<file path="src/rtl/conv_pkg.sv">
// Shared types and arithmetic helpers for the 3x3 convolution engine.
package conv_pkg;

    typedef enum logic [2:0] {
        IDLE,
        MAC,
        DRAIN,
        OUT,
        FIN
    } state_t;

    localparam int DATA_W_DEF = 16;
    localparam int FRAC_W_DEF = 8;

    // Working width for the post-accumulation helper; covers any ACC_W this engine produces.
    localparam int SAT_W = 64;

    function automatic int acc_width(input int cin, input int data_w = DATA_W_DEF);
        return 2 * data_w + $clog2(9 * cin);
    endfunction

    // Drop the fractional bits of the product scale, clamp to the signed data range,
    // then clamp negatives to zero (ReLU).
    function automatic logic signed [SAT_W-1:0] sat_relu(
        input logic signed [SAT_W-1:0] acc,
        input int                      data_w,
        input int                      frac_w
    );
        logic signed [SAT_W-1:0] shifted;
        logic signed [SAT_W-1:0] max_pos;
        shifted = acc >>> frac_w;
        max_pos = (SAT_W'(1) <<< (data_w - 1)) - SAT_W'(1);
        if (shifted < 0) begin
            return '0;
        end
        if (shifted > max_pos) begin
            return max_pos;
        end
        return shifted;
    endfunction

endpackage

</file>
<file path="src/rtl/conv_mac_pipe.sv">
// Registered multiply followed by accumulate; taps flagged invalid (padding) add nothing.
module conv_mac_pipe
    import conv_pkg::*;
#(
    parameter int DATA_W = DATA_W_DEF,
    parameter int ACC_W  = acc_width(256)
) (
    input  logic              clk,
    input  logic              rst_n,
    input  logic              clr,
    input  logic              tap_vld,
    input  logic [DATA_W-1:0] ifm_data,
    input  logic [DATA_W-1:0] ker_data,
    output logic [ACC_W-1:0]  acc
);

    localparam int PROD_W = 2 * DATA_W;

    logic                     vld_p1;
    logic                     vld_p2;
    logic signed [PROD_W-1:0] prod_p2;
    logic signed [ACC_W-1:0]  acc_p3;

    always_ff @(posedge clk or negedge rst_n) begin
        if (!rst_n) begin
            vld_p1  <= 1'b0;
            vld_p2  <= 1'b0;
            prod_p2 <= '0;
            acc_p3  <= '0;
        end else begin
            // p0 -> p1: read data lands one cycle after the strobe
            vld_p1  <= tap_vld;
            // p1 -> p2: product of the returned operands
            prod_p2 <= PROD_W'($signed(ifm_data)) * PROD_W'($signed(ker_data));
            vld_p2  <= vld_p1;
            // p2 -> p3: accumulate
            if (clr) begin
                acc_p3 <= '0;
            end else if (vld_p2) begin
                acc_p3 <= acc_p3 + ACC_W'(prod_p2);
            end
        end
    end

    assign acc = acc_p3;

endmodule

</file>
<file path="src/rtl/conv3x3_relu_engine.sv">
// Serial 3x3 stride-1 zero-padded convolution with fused ReLU, one tap per cycle.
// Optional per-output-channel bias is enabled by defining CONV_BIAS_EN.
module conv3x3_relu_engine
    import conv_pkg::*;
#(
    parameter int H       = 13,
    parameter int W       = 13,
    parameter int CIN     = 256,
    parameter int COUT    = 384,
    parameter int DATA_W  = DATA_W_DEF,
    parameter int FRAC_W  = FRAC_W_DEF,
    localparam int IFM_AW = (H * W * CIN > 1) ? $clog2(H * W * CIN) : 1,
    localparam int KER_AW = $clog2(COUT * 9 * CIN)
) (
    input  logic              clk,
    input  logic              rst_n,
    input  logic              start,
    output logic              busy,
    output logic              done,
    output logic              ifm_rd_en,
    output logic [IFM_AW-1:0] ifm_rd_addr,
    input  logic [DATA_W-1:0] ifm_rd_data,
    output logic              ker_rd_en,
    output logic [KER_AW-1:0] ker_rd_addr,
    input  logic [DATA_W-1:0] ker_rd_data,
`ifdef CONV_BIAS_EN
    output logic                                        bias_rd_en,
    output logic [((COUT > 1) ? $clog2(COUT) : 1)-1:0] bias_rd_addr,
    input  logic [DATA_W-1:0]                           bias_rd_data,
`endif
    output logic              out_valid,
    input  logic              out_ready,
    output logic [DATA_W-1:0] out_data,
    output logic              out_last
);

    localparam int ACC_W = acc_width(CIN, DATA_W);
    localparam int CI_W  = (CIN > 1)  ? $clog2(CIN)  : 1;
    localparam int CO_W  = (COUT > 1) ? $clog2(COUT) : 1;
    localparam int X_W   = (W > 1)    ? $clog2(W)    : 1;
    localparam int Y_W   = (H > 1)    ? $clog2(H)    : 1;

    state_t state;
    state_t state_nxt;

    logic [CI_W-1:0] ci;
    logic [1:0]      kx;
    logic [1:0]      ky;
    logic [1:0]      drain_cnt;
    logic [CO_W-1:0] co;
    logic [X_W-1:0]  x;
    logic [Y_W-1:0]  y;

    logic start_acc;
    logic tap_last;
    logic drain_last;
    logic pix_last;
    logic hs;
    logic mac_clr;
    logic tap_inside;
    int   iy;
    int   ix;

    logic signed [ACC_W-1:0] acc;
    logic signed [ACC_W-1:0] acc_total;

    assign start_acc  = (state == IDLE) && start;
    assign tap_last   = (ci == CI_W'(CIN - 1)) && (kx == 2'd2) && (ky == 2'd2);
    assign drain_last = (drain_cnt == 2'd2);
    assign pix_last   = (co == CO_W'(COUT - 1)) && (x == X_W'(W - 1)) && (y == Y_W'(H - 1));
    assign hs         = (state == OUT) && out_ready;
    assign mac_clr    = start_acc || hs;

    // Source pixel of the current tap; outside the map it is a zero-padding tap.
    always_comb begin
        iy         = int'(y) + int'(ky) - 1;
        ix         = int'(x) + int'(kx) - 1;
        tap_inside = (iy >= 0) && (iy < H) && (ix >= 0) && (ix < W);
    end

    always_ff @(posedge clk or negedge rst_n) begin
        if (!rst_n) begin
            state <= IDLE;
        end else begin
            state <= state_nxt;
        end
    end

    always_comb begin
        state_nxt = state;
        case (state)
            IDLE:    if (start)      state_nxt = MAC;
            MAC:     if (tap_last)   state_nxt = DRAIN;
            DRAIN:   if (drain_last) state_nxt = OUT;
            OUT:     if (out_ready)  state_nxt = pix_last ? FIN : MAC;
            FIN:                     state_nxt = IDLE;
            default:                 state_nxt = IDLE;
        endcase
    end

    always_comb begin
        busy        = 1'b0;
        done        = 1'b0;
        out_valid   = 1'b0;
        out_last    = 1'b0;
        ifm_rd_en   = 1'b0;
        ker_rd_en   = 1'b0;
        ifm_rd_addr = '0;
        ker_rd_addr = '0;
`ifdef CONV_BIAS_EN
        bias_rd_en   = 1'b0;
        bias_rd_addr = '0;
`endif
        case (state)
            MAC: begin
                busy      = 1'b1;
                ifm_rd_en = tap_inside;
                ker_rd_en = tap_inside;
                if (tap_inside) begin
                    ifm_rd_addr = IFM_AW'((iy * W + ix) * CIN + int'(ci));
                    ker_rd_addr = KER_AW'(((int'(co) * 3 + int'(ky)) * 3 + int'(kx)) * CIN + int'(ci));
                end
`ifdef CONV_BIAS_EN
                if ((ci == '0) && (kx == 2'd0) && (ky == 2'd0)) begin
                    bias_rd_en   = 1'b1;
                    bias_rd_addr = co;
                end
`endif
            end
            DRAIN: busy = 1'b1;
            OUT: begin
                busy      = 1'b1;
                out_valid = 1'b1;
                out_last  = pix_last;
            end
            FIN:     done = 1'b1;
            default: ;
        endcase
    end

    // Tap counters (ci fastest, then kx, then ky) and output counters (co, x, y).
    always_ff @(posedge clk or negedge rst_n) begin
        if (!rst_n) begin
            ci        <= '0;
            kx        <= '0;
            ky        <= '0;
            drain_cnt <= '0;
            co        <= '0;
            x         <= '0;
            y         <= '0;
        end else if (start_acc) begin
            ci        <= '0;
            kx        <= '0;
            ky        <= '0;
            drain_cnt <= '0;
            co        <= '0;
            x         <= '0;
            y         <= '0;
        end else begin
            if (state == MAC) begin
                if (ci == CI_W'(CIN - 1)) begin
                    ci <= '0;
                    if (kx == 2'd2) begin
                        kx <= '0;
                        ky <= (ky == 2'd2) ? 2'd0 : ky + 2'd1;
                    end else begin
                        kx <= kx + 2'd1;
                    end
                end else begin
                    ci <= ci + 1'b1;
                end
            end
            if (state == DRAIN) begin
                drain_cnt <= drain_last ? 2'd0 : drain_cnt + 2'd1;
            end
            if (hs) begin
                if (co == CO_W'(COUT - 1)) begin
                    co <= '0;
                    if (x == X_W'(W - 1)) begin
                        x <= '0;
                        y <= (y == Y_W'(H - 1)) ? '0 : y + 1'b1;
                    end else begin
                        x <= x + 1'b1;
                    end
                end else begin
                    co <= co + 1'b1;
                end
            end
        end
    end

    conv_mac_pipe #(
        .DATA_W (DATA_W),
        .ACC_W  (ACC_W)
    ) u_mac (
        .clk      (clk),
        .rst_n    (rst_n),
        .clr      (mac_clr),
        .tap_vld  (ifm_rd_en),
        .ifm_data (ifm_rd_data),
        .ker_data (ker_rd_data),
        .acc      (acc)
    );

`ifdef CONV_BIAS_EN
    logic                    bias_vld_p1;
    logic signed [ACC_W-1:0] bias_acc;

    // Bias is aligned to the product scale (2*FRAC_W fractional bits) before joining the sum.
    always_ff @(posedge clk or negedge rst_n) begin
        if (!rst_n) begin
            bias_vld_p1 <= 1'b0;
            bias_acc    <= '0;
        end else begin
            bias_vld_p1 <= bias_rd_en;
            if (mac_clr) begin
                bias_acc <= '0;
            end else if (bias_vld_p1) begin
                bias_acc <= ACC_W'($signed(bias_rd_data)) <<< FRAC_W;
            end
        end
    end

    assign acc_total = acc + bias_acc;
`else
    assign acc_total = acc;
`endif

    // The last drain cycle is the first one in which the final accumulate is visible.
    always_ff @(posedge clk or negedge rst_n) begin
        if (!rst_n) begin
            out_data <= '0;
        end else if ((state == DRAIN) && drain_last) begin
            out_data <= DATA_W'(sat_relu(SAT_W'(acc_total), DATA_W, FRAC_W));
        end
    end

endmodule

</file>
<file path="config.mk">
export PLATFORM = sky130hd
export DESIGN_NAME = conv3x3_relu_engine
export DESIGN_NICKNAME = d
export VERILOG_FILES = /design/src/rtl/conv_pkg.sv /design/src/rtl/conv_mac_pipe.sv /design/src/rtl/conv3x3_relu_engine.sv
export SDC_FILE = /design/constraint.sdc
export NUM_CORES = 1
export LEC_CHECK = 0
export BUFFER_PORTS_ARGS = -buffer_cell sky130_fd_sc_hd__buf_2
export CAP_MARGIN = 20
export CORE_MARGIN = 8
export CORE_UTILIZATION = 55
export CTS_CLUSTER_DIAMETER = 150
export CTS_CLUSTER_SIZE = 8
export DETAILED_ROUTE_END_ITERATION = 10
export PLACE_DENSITY_LB_ADDON = 0.15
export SLEW_MARGIN = 25
export SYNTH_ARGS = -nofsm -noshare
export SYNTH_HDL_FRONTEND = slang
export SYNTH_SLANG_ARGS = --single-unit
</file>
<file path="constraint.sdc">
create_clock -name clk -period 5.45 [get_ports clk]
set_input_delay 0.545 -clock clk [delete_from_list [all_inputs] [get_ports clk]]
set_output_delay 0.545 -clock clk [all_outputs]
set_load 0.02 [all_outputs]
</file>
==> qor.csv <==
metric;value;unit
run_status;complete, but fails checks;
violations;setup timing;
ant_nets;0;
holdWs;165;ps
synthCells;2144;
cts_tree;yes;
synthDistinctLibCells;69;
maxSlewViolCount;0;
wl_per_cell;15.5;um
synth_seq_cells;128;
fp.dieW;204;um
cp.required;5760;ps
clk_latency;410;ps
synth_ff_type;dfrtp_1;
initial_utilization;55.3;%
worstPathCellList;buf_2 -> inv_4 -> nor2_1 -> fa_1 -> fa_1 -> fa_1 -> fa_2 -> fa_1 -> inv_1 -> fa_1 -> inv_2 -> ha_4 -> and3_4 -> buf_4 -> nand2_1 -> o21a_1 -> a41oi_4 -> a41o_1 -> o21a_1 -> buf_6 -> and2_1 -> o21ai_2 -> a221oi_2;
fmax;0.176;GHz
area_growth_syn_to_layout;18.4;%
nNetsFinal;2881;
drv_cap;0;
ys_seq_area_share;16.5;%
relSlewSlack;52.0;%
synth.avg_cell_area;9.06;um2
globalRouteTotalUtil;21.6;%
dieArea;41600;um2
cp_max_fo;8;
die_y;204;um
slowest_delay;600;ps
skew;8.73;ps
drtIter0Drc;603;
place.gp.congestion;0.906;
clock_path_buffers;2;
synth_top_cells_by_count;402 x inv_1, 277 x fa_1, 208 x ha_1, 186 x nand2_1, 147 x and2_1;
root_buffer;clkbuf_16;
wl;43.9;mm
critical_path_class;in -> reg;
cts.htree.levels;4;
worstHoldPathType;in -> async;
hpwl;35.9;mm
io_pins;94;
netlist.area_leader.share;28.6;%
rsz0062_at_grt;true;
overflow;0;
async_flop_share;100;%
first_pass_iters;5;
crit_slowest_cell;fa_1;
yosys_warnings;0;
setup_ws;-233;ps
cp-end-kind;flip-flop;
via_count;14700;
n_fill_cell;2880;
yosysMostFrequentCell;inv_1;
coreArea;35100;um2
holdBufCountCts;0;
fp-row-count;69;
hold_viol_final;0;
crit_top_cell;fa_1;
grt_pass1_vias;15700;
setup_viol;4;
grt_pass1_wl;75.4;mm
clkTransAtPathRegs;60;ps
synth_top_cell_by_area;fa_1;
avgViaCountPerCell;5.20;
drive_gt1_share;18.9;%
start_kind;input port;
tightest_slew;720;ps
fin_crit_sh;104;%
synth-edff-count;0;
n_antenna_cell;0;
numClockSinks;128;
syn_nets;2665;
grt_max_degree;77;
fin_util;65.5;%
yosys-top-cells-area;fa_1 29%, dfrtp_1 16%, ha_1 13%, inv_1 7.8%, and2_1 4.7%;
drcViolationCount;0;
port_buffers;93;
antenna_found_initial;0;
finalWorstPathRequiredPeriod;5680;ps
synthesis.area;19400;um2
arrival;6000;ps
tritoncts.num_buffers;17;
flip-flops by register name, summed over array words and instances, names as in the netlist, 2 cells and up:
signal         cells
u_mac.acc         44
ky                 2
ci                 8
co                 9
out_data          16
drain_cnt          2
kx                 2
x                  4
u_mac.prod_p2     32
state              3
y                  4
cells by family after synthesis:
group           after synthesis  synth area share [%]
simple gates                607                  15.4
xor+xnor                    106                  4.78
mux                          31                  1.60
fa+ha+maj                   485                  42.0
compound gates              312                  10.4
flops                       128                  16.5
buf+inv                     475                  9.36
path summary, 6_finish.rpt:
path	start	to	slack, ps	cells after the start
setup reg to reg	ky[1]$_DFFE_PN0P_	u_mac.vld_p1$_DFF_PN0_	1540	15
hold / removal	rst_n	u_mac.acc[38]$_DFFE_PN0P_	160	1
hold reg to reg	u_mac.vld_p1$_DFF_PN0_	u_mac.vld_p2$_DFF_PN0_	360	0
min in group clk	u_mac.vld_p1$_DFF_PN0_	u_mac.vld_p2$_DFF_PN0_	360	0
max in group asynchronous	rst_n	u_mac.vld_p2$_DFF_PN0_	4110	2
setup / recovery	ker_rd_data[15]	u_mac.prod_p2[29]$_DFF_PN0_	-230	23
final cells by class:
type / count / area [um2] / share of cell area, %
timing repair buffer: 270 / 2130 / 9.28
inverter: 402 / 1510 / 6.58
clock inverter: 12 / 159 / 0.691
sequential: 128 / 3210 / 13.9
clock buffer: 19 / 443 / 1.93
multi-input combinational: 1541 / 15000 / 65.1
tap: 461 / 577 / 2.51
placed cells by master (no fill, tap or decap), drive strengths merged, types with 29 or more instances in the layout:
cell type  count
nand3         30
dfrtp        128
nand2        186
a21o          39
buf          267
fa           277
xnor2         80
inv          404
o21bai        29
ha           208
and2         148
nor2         132
mux2i         30
a21oi        110
o21ai         53
timing repair:
action                                  in CTS  in global routing
gates cloned                                 2                  1
endpoints found under the setup margin       8                 36
gates resized for setup                     86                 76
endpoints found under the hold margin        0                  0
setup buffers                                8                 14
pin swaps                                   63                 55
per-layer routing:
layer | part of all wire (%) | vias up | wire length (um) | track usage, %
met5 | 0 | - | 0 | 0
met4 | 1.6 | 0 | 707 | 4.79
met3 | 3.8 | 48 | 1680 | 2.47
met2 | 48 | 275 | 20900 | 36.6
met1 | 47 | 7176 | 20600 | 29.6
li1 | - | 7228 | - | -
stage by stage:
step                TNS [ps]  std cells  area [um2]  worst slack (ps)
floorplan              -2130       2144       19800              -450
global placement       -6950       2778       21600              -743
detailed placement     -8020       2778       21600              -826
CTS                     -911       2819       22600              -329
global route           -1930       2833       23000              -400
finish                  -551       2833       23000              -233
critical path, delay by kind of cell:
kind,cells,cell delay (ps)
fa+ha+maj,7,3310
compound gates,6,1100
buf+inv,6,560
simple gates,4,470
Power is left out: the tool's default activity adds up to more than one toggle a clock period on the data nets, which glitch-free logic cannot reach.
